File: src/rtl/alu_issue_ctrl.sv
// alu_issue_ctrl: sequences a single request through an external ALU.
// Flow: IDLE -> LOAD_Y -> EXEC (N cycles) -> RESP, with result held until accepted.
// Optional HI/LO register file with mfhi/mflo shortcut, enabled by defining
// the macro ALU_ISSUE_HILO_EN (default build: disabled, hi_out/lo_out tied to 0).
module alu_issue_ctrl #(
    parameter int MULDIV_CYCLES = 4,
    parameter int EXEC_CYCLES   = 1
) (
    input  logic        clock,
    input  logic        clear,
    input  logic        req_valid,
    output logic        req_ready,
    input  logic [4:0]  req_opcode,
    input  logic [31:0] req_a,
    input  logic [31:0] req_b,
    input  logic        req_branch,
    output logic [31:0] alu_y,
    output logic [31:0] alu_b,
    output logic [4:0]  alu_opcode,
    output logic        alu_branch_flag,
    input  logic [63:0] alu_c,
    output logic        rsp_valid,
    input  logic        rsp_ready,
    output logic [31:0] rsp_lo,
    output logic [31:0] rsp_hi,
    output logic [31:0] hi_out,
    output logic [31:0] lo_out
);

    // Cycle counts clamped to at least one EXEC cycle
    localparam int unsigned EXEC_N   = (EXEC_CYCLES   < 1) ? 32'd1 : 32'(EXEC_CYCLES);
    localparam int unsigned MULDIV_N = (MULDIV_CYCLES < 1) ? 32'd1 : 32'(MULDIV_CYCLES);
    localparam int unsigned MAX_N    = (EXEC_N > MULDIV_N) ? EXEC_N : MULDIV_N;
    // Counter only ever holds (cycles - 1)
    localparam int unsigned CNT_W    = (MAX_N > 1) ? $clog2(MAX_N) : 1;

    localparam logic [CNT_W-1:0] EXEC_LOAD   = CNT_W'(EXEC_N - 1);
    localparam logic [CNT_W-1:0] MULDIV_LOAD = CNT_W'(MULDIV_N - 1);

    localparam logic [4:0] OP_MUL  = 5'b01111;
    localparam logic [4:0] OP_DIV  = 5'b10000;
`ifdef ALU_ISSUE_HILO_EN
    localparam logic [4:0] OP_MFHI = 5'b11000;
    localparam logic [4:0] OP_MFLO = 5'b11001;
`endif

    localparam logic [1:0] S_IDLE   = 2'd0;
    localparam logic [1:0] S_LOAD_Y = 2'd1;
    localparam logic [1:0] S_EXEC   = 2'd2;
    localparam logic [1:0] S_RESP   = 2'd3;

    logic [1:0]       state_q, state_d;
    logic [4:0]       op_q, op_d;
    logic [31:0]      y_q, y_d;
    logic [31:0]      b_q, b_d;
    logic             br_q, br_d;
    logic [CNT_W-1:0] cnt_q, cnt_d;
    logic [63:0]      z_q, z_d;
    logic             req_ready_q;
    logic             rsp_valid_q;
    logic             op_is_muldiv;

`ifdef ALU_ISSUE_HILO_EN
    logic [31:0]      hi_q, hi_d;
    logic [31:0]      lo_q, lo_d;
`endif

    // Latched opcode selects the long EXEC path
    assign op_is_muldiv = (op_q == OP_MUL) || (op_q == OP_DIV);

    // Next-state and datapath update
    always_comb begin
        state_d = state_q;
        op_d    = op_q;
        y_d     = y_q;
        b_d     = b_q;
        br_d    = br_q;
        cnt_d   = cnt_q;
        z_d     = z_q;
`ifdef ALU_ISSUE_HILO_EN
        hi_d    = hi_q;
        lo_d    = lo_q;
`endif
        case (state_q)
            S_IDLE: begin
                if (req_valid) begin
                    op_d    = req_opcode;
                    y_d     = req_a;
                    b_d     = req_b;
                    br_d    = req_branch;
                    state_d = S_LOAD_Y;
`ifdef ALU_ISSUE_HILO_EN
                    // HI/LO moves bypass the ALU entirely
                    if (req_opcode == OP_MFHI) begin
                        z_d     = {32'h0, hi_q};
                        state_d = S_RESP;
                    end else if (req_opcode == OP_MFLO) begin
                        z_d     = {32'h0, lo_q};
                        state_d = S_RESP;
                    end
`endif
                end
            end
            S_LOAD_Y: begin
                cnt_d   = op_is_muldiv ? MULDIV_LOAD : EXEC_LOAD;
                state_d = S_EXEC;
            end
            S_EXEC: begin
                if (cnt_q == '0) begin
                    z_d     = alu_c;
                    state_d = S_RESP;
`ifdef ALU_ISSUE_HILO_EN
                    if (op_is_muldiv) begin
                        hi_d = alu_c[63:32];
                        lo_d = alu_c[31:0];
                    end
`endif
                end else begin
                    cnt_d = cnt_q - CNT_W'(1);
                end
            end
            S_RESP: begin
                if (rsp_ready) begin
                    state_d = S_IDLE;
                end
            end
            default: begin
                state_d = S_IDLE;
            end
        endcase
    end

    // State register
    always_ff @(posedge clock or posedge clear) begin
        if (clear) begin
            state_q <= S_IDLE;
        end else begin
            state_q <= state_d;
        end
    end

    // Datapath and registered handshake outputs
    always_ff @(posedge clock or posedge clear) begin
        if (clear) begin
            op_q        <= '0;
            y_q         <= '0;
            b_q         <= '0;
            br_q        <= 1'b0;
            cnt_q       <= '0;
            z_q         <= '0;
            req_ready_q <= 1'b1;
            rsp_valid_q <= 1'b0;
        end else begin
            op_q        <= op_d;
            y_q         <= y_d;
            b_q         <= b_d;
            br_q        <= br_d;
            cnt_q       <= cnt_d;
            z_q         <= z_d;
            req_ready_q <= (state_d == S_IDLE);
            rsp_valid_q <= (state_d == S_RESP);
        end
    end

`ifdef ALU_ISSUE_HILO_EN
    // HI/LO result registers written by mul/div
    always_ff @(posedge clock or posedge clear) begin
        if (clear) begin
            hi_q <= '0;
            lo_q <= '0;
        end else begin
            hi_q <= hi_d;
            lo_q <= lo_d;
        end
    end

    assign hi_out = hi_q;
    assign lo_out = lo_q;
`else
    assign hi_out = '0;
    assign lo_out = '0;
`endif

    assign req_ready       = req_ready_q;
    assign rsp_valid       = rsp_valid_q;
    assign alu_y           = y_q;
    assign alu_b           = b_q;
    assign alu_opcode      = op_q;
    assign alu_branch_flag = br_q;
    assign rsp_lo          = z_q[31:0];
    assign rsp_hi          = z_q[63:32];

endmodule
File: config.mk
export PLATFORM = sky130hd
export DESIGN_NAME = alu_issue_ctrl
export DESIGN_NICKNAME = d
export VERILOG_FILES = /design/src/rtl/alu_issue_ctrl.sv
export SDC_FILE = /design/constraint.sdc
export NUM_CORES = 1
export LEC_CHECK = 0
export BUFFER_PORTS_ARGS = -buffer_cell sky130_fd_sc_hd__buf_2
export CORE_AREA = 4 4 129 131
export DETAILED_ROUTE_END_ITERATION = 10
export DIE_AREA = 0 0 133 135
export PLACE_DENSITY = 0.73
export SLEW_MARGIN = 40
export SYNTH_ARGS = -nofsm -noshare
export SYNTH_HDL_FRONTEND = slang
export SYNTH_SLANG_ARGS = --single-unit
File: constraint.sdc
create_clock -name clock -period 10 [get_ports clock]
set_input_delay 0 -clock clock [delete_from_list [all_inputs] [get_ports clock]]
set_output_delay 0 -clock clock [all_outputs]
set_load 0.01 [all_outputs]
==> results.md <==
* Post-Layout Cell Count at 1,026
* Worst min-delay path class: in2reg
* RSZ-0062 raised after global routing: false
* FF+latch count, synth at 140
* Drt wl/cell at 15.6 um
* Global-route wire length before repair at 25,200 um
* Hold Crit Start: req_valid
* Max cap viols at 0
* # diodes at 0
* # clock sinks at 140
* Fin nets at 937
* Vias at 4,367
* Cts repair resizes at 0
* Hold depth at 3
* # setup viols final at 0
* R2R cell count at 4
* CTS Buffer Depth at 2
* Worst-Skew Late Latency at 0.41 ns
* TritonCTS clock tree: yes
* IO Pins at 338
* Worst R2R End: alu_b[14]$_DFFE_PP0P_
* Pleak at 0.00468 uW
* Initial antenna violation count at 0
* RD Place Congestion at 0.740
* Port Buf Inserts at 273
* Clock Skew at 0.00963 ns
* Die width at 133 um
* Syn-to-layout area delta at 52.4%
* CTS root buffer: clkbuf_16
* Time the worst path needs with I/O delays and setup at 2.14 ns
* TritonCTS Buffers at 17
* Period utilization at 21.4%
* Synth Instances at 382
* Yosys warns at 0
* CP arrival at 2.42 ns
* Pins Over Slew Limit at 0
* Fillers at 1,170
* VDD IR max at 0.000139 V
* Post-route ant nets at 0
* Worst EP required at 10.29 ns
* Status: finished clean
* WS Path Type: reg2reg
* Worst setup SP type: register
* Worst-path clk slew at 0.06 ns
* Worst-margin pin slew at 0.743 ns
* RR Startpoint: state_q[1]$_DFF_PP0_
* Post-synth cell types at 29
* Die height at 135 um
* First DRT Iteration DRCs at 108
* Worst hold endpoint: alu_opcode[3]$_DFFE_PP0P_
* Std-Cell Rows at 46
* Largest net degree at the start of global routing at 78
* HPWL Detailed at 10,000 um
* Sequential share of the synthesized area at 57.1%
* DR DRC count at 0
* Gr usage total at 17.7%
* Final Hold Vio Count at 0
* Detailed-route wire length at 16,000 um
* Crit. End Element: register
* Relative slew slack at 50.5%
* Initial Utilization at 39.4%
* Grt ovf at 0
* Vias in the first global route at 4,895
* # placed instances at 858
* Pwr per Cell Area at 298 nW/um2
* Routed vias/inst at 4.26
* Max FO, Critical Path at 56
* DRT Pass-1 Iters at 4
* Max Fclk at 468 MHz
* Synth Cell Area at 6140 um2
* Syn avg cell area at 16.1 um2
* Die area at 18,000 um2
* Clock H-tree levels at 4
* Share of cells above drive strength 1 at 47.7%
* Fin Setup TNS at 0 ns
* Core area at 15,600 um2
* FF-to-FF setup slack at 7.86 ns
per-layer routing:
metal  track usage [%]  routed length [um]  share of wire (%)  vias up
met5                 0                   0                  0        -
met4              7.22                 474                3.0        0
met3              5.85                1220                7.6       31
met2              31.0                8170                 51      211
met1              20.0                6120                 38     2108
li1                  -                   -                  -     2017
worst max-delay path by stage:
stage                         start               endpoint  slack, ns  cells past startpoint
6_report       state_q[1]$_DFF_PP0_  alu_b[14]$_DFFE_PP0P_       7.86                      4
5_1_grt        state_q[1]$_DFF_PP0_  alu_b[14]$_DFFE_PP0P_       7.75                      4
4_1_cts        state_q[1]$_DFF_PP0_  alu_b[14]$_DFFE_PP0P_       7.87                      4
3_5_place_dp   state_q[1]$_DFF_PP0_  alu_b[14]$_DFFE_PP0P_       7.88                      4
3_3_place_gp   state_q[1]$_DFF_PP0_  alu_b[15]$_DFFE_PP0P_       7.68                      4
2_1_floorplan                 clear   alu_b[0]$_DFFE_PP0P_       6.25                      1
stage by stage:
step	utilization [%]	area (um2)	hold WS [ns]	power [uW]	setup WS, ns
4_1_cts	59.9	9340	0.162	2790	7.87
3_5_place_dp	47.2	7360	0.113	2080	7.88
5_1_grt	60.0	9360	0.166	2950	7.75
2_1_floorplan	-	6370	0.132	1720	6.25
3_3_place_gp	47.1	7350	0.104	2060	7.68
6_report	60.0	9360	0.171	2790	7.86
critical path, cell delays in order, from the launching register on:
cell	delay, ns
dfrtp_1	0.47
nor2_2	0.16
and2_4	0.34
buf_6	0.60
mux2_4	0.36
placed cells by master, fill, tap and decap left out, types with 2 or more instances in the layout:
master         netlist  routed
buf_2                1     273
dfrtp_1            139     139
dlygate4sd3_1        0     136
mux2_4              70      70
conb_1               1      64
mux2_1              60      60
clkbuf_16            0      17
nor2_1               4       4
mux2_2               4       4
clkbuf_8             0       4
inv_1                4       3
inv_6                0       3
bufinv_16            0       3
nor2b_1              2       2
nand2_1              2       2
clkinv_2             0       2
buf_6                0       2
registers in the layout, summed over array words and instances, names as in the netlist:
name	count
z_q	64
alu_b	32
alu_branch_flag	1
alu_opcode	5
req_ready	1
alu_y	32
cnt_q	2
rsp_valid	1
state_q	2
power by group:
part	leakage, uW	total (uW)	switching, uW	internal [uW]
logic	0.00273	1100	496	608
registers	0.00165	1030	165	862
clock network	0.000303	656	237	419
total	0.00468	2790	898	1890
cells by family after synthesis:
kind of cell | count (synthesis) | synth area share (%)
xor gates and xnor gates | 1 | 0.143
muxes | 134 | 28.9
AOI/OAI and AO/OA | 6 | 0.734
buffers and inverters | 83 | 11.5
adders and majority gates | 1 | 0.204
and+or+nand+nor | 16 | 1.41
DFF | 140 | 57.1
other | 1 | 0.0611
layout make-up:
cell class | instances | area [um2] | share of cell area [%]
clock buffers | 22 | 484 | 5.18
clock inverters | 9 | 134 | 1.43
inverters | 4 | 20.0 | 0.214
multi-input cells | 222 | 2160 | 23.1
flip-flops and latches | 140 | 3500 | 37.5
well taps | 216 | 270 | 2.89
repair buffers | 413 | 2780 | 29.7
what timing repair did:
action                                  in CTS  in global routing
setup buffers                                0                  0
endpoints found under the setup margin       0                  0
hold buffers                               136                  0
endpoints found under the hold margin      199                  0
Yosys cell counts:
library cell / n / area share [%]
o211ai_1: 1 / 0.12
nor4_1: 1 / 0.10
nor2_1: 4 / 0.24
o211a_1: 1 / 0.16
buf_2: 1 / 0.081
buf_4: 70 / 8.6
ha_1: 1 / 0.20
buf_12: 8 / 2.6
nor3_1: 1 / 0.081
nand2_1: 2 / 0.12
inv_1: 4 / 0.24
a21oi_1: 1 / 0.081
mux2_4: 70 / 17
mux2_2: 4 / 0.73
nand2_2: 1 / 0.10
nand4_1: 1 / 0.10
nor2_2: 1 / 0.10
and3_1: 1 / 0.10
dfstp_2: 1 / 0.43
conb_1: 1 / 0.061
xnor2_1: 1 / 0.14
nor2b_1: 2 / 0.20
or2_1: 1 / 0.10
o21a_1: 1 / 0.12
a21boi_1: 1 / 0.12
dfrtp_1: 139 / 57
mux2_1: 60 / 11
o31ai_1: 1 / 0.12
and2_4: 1 / 0.14
No activity file was read; power rests on OpenSTA's default activity.
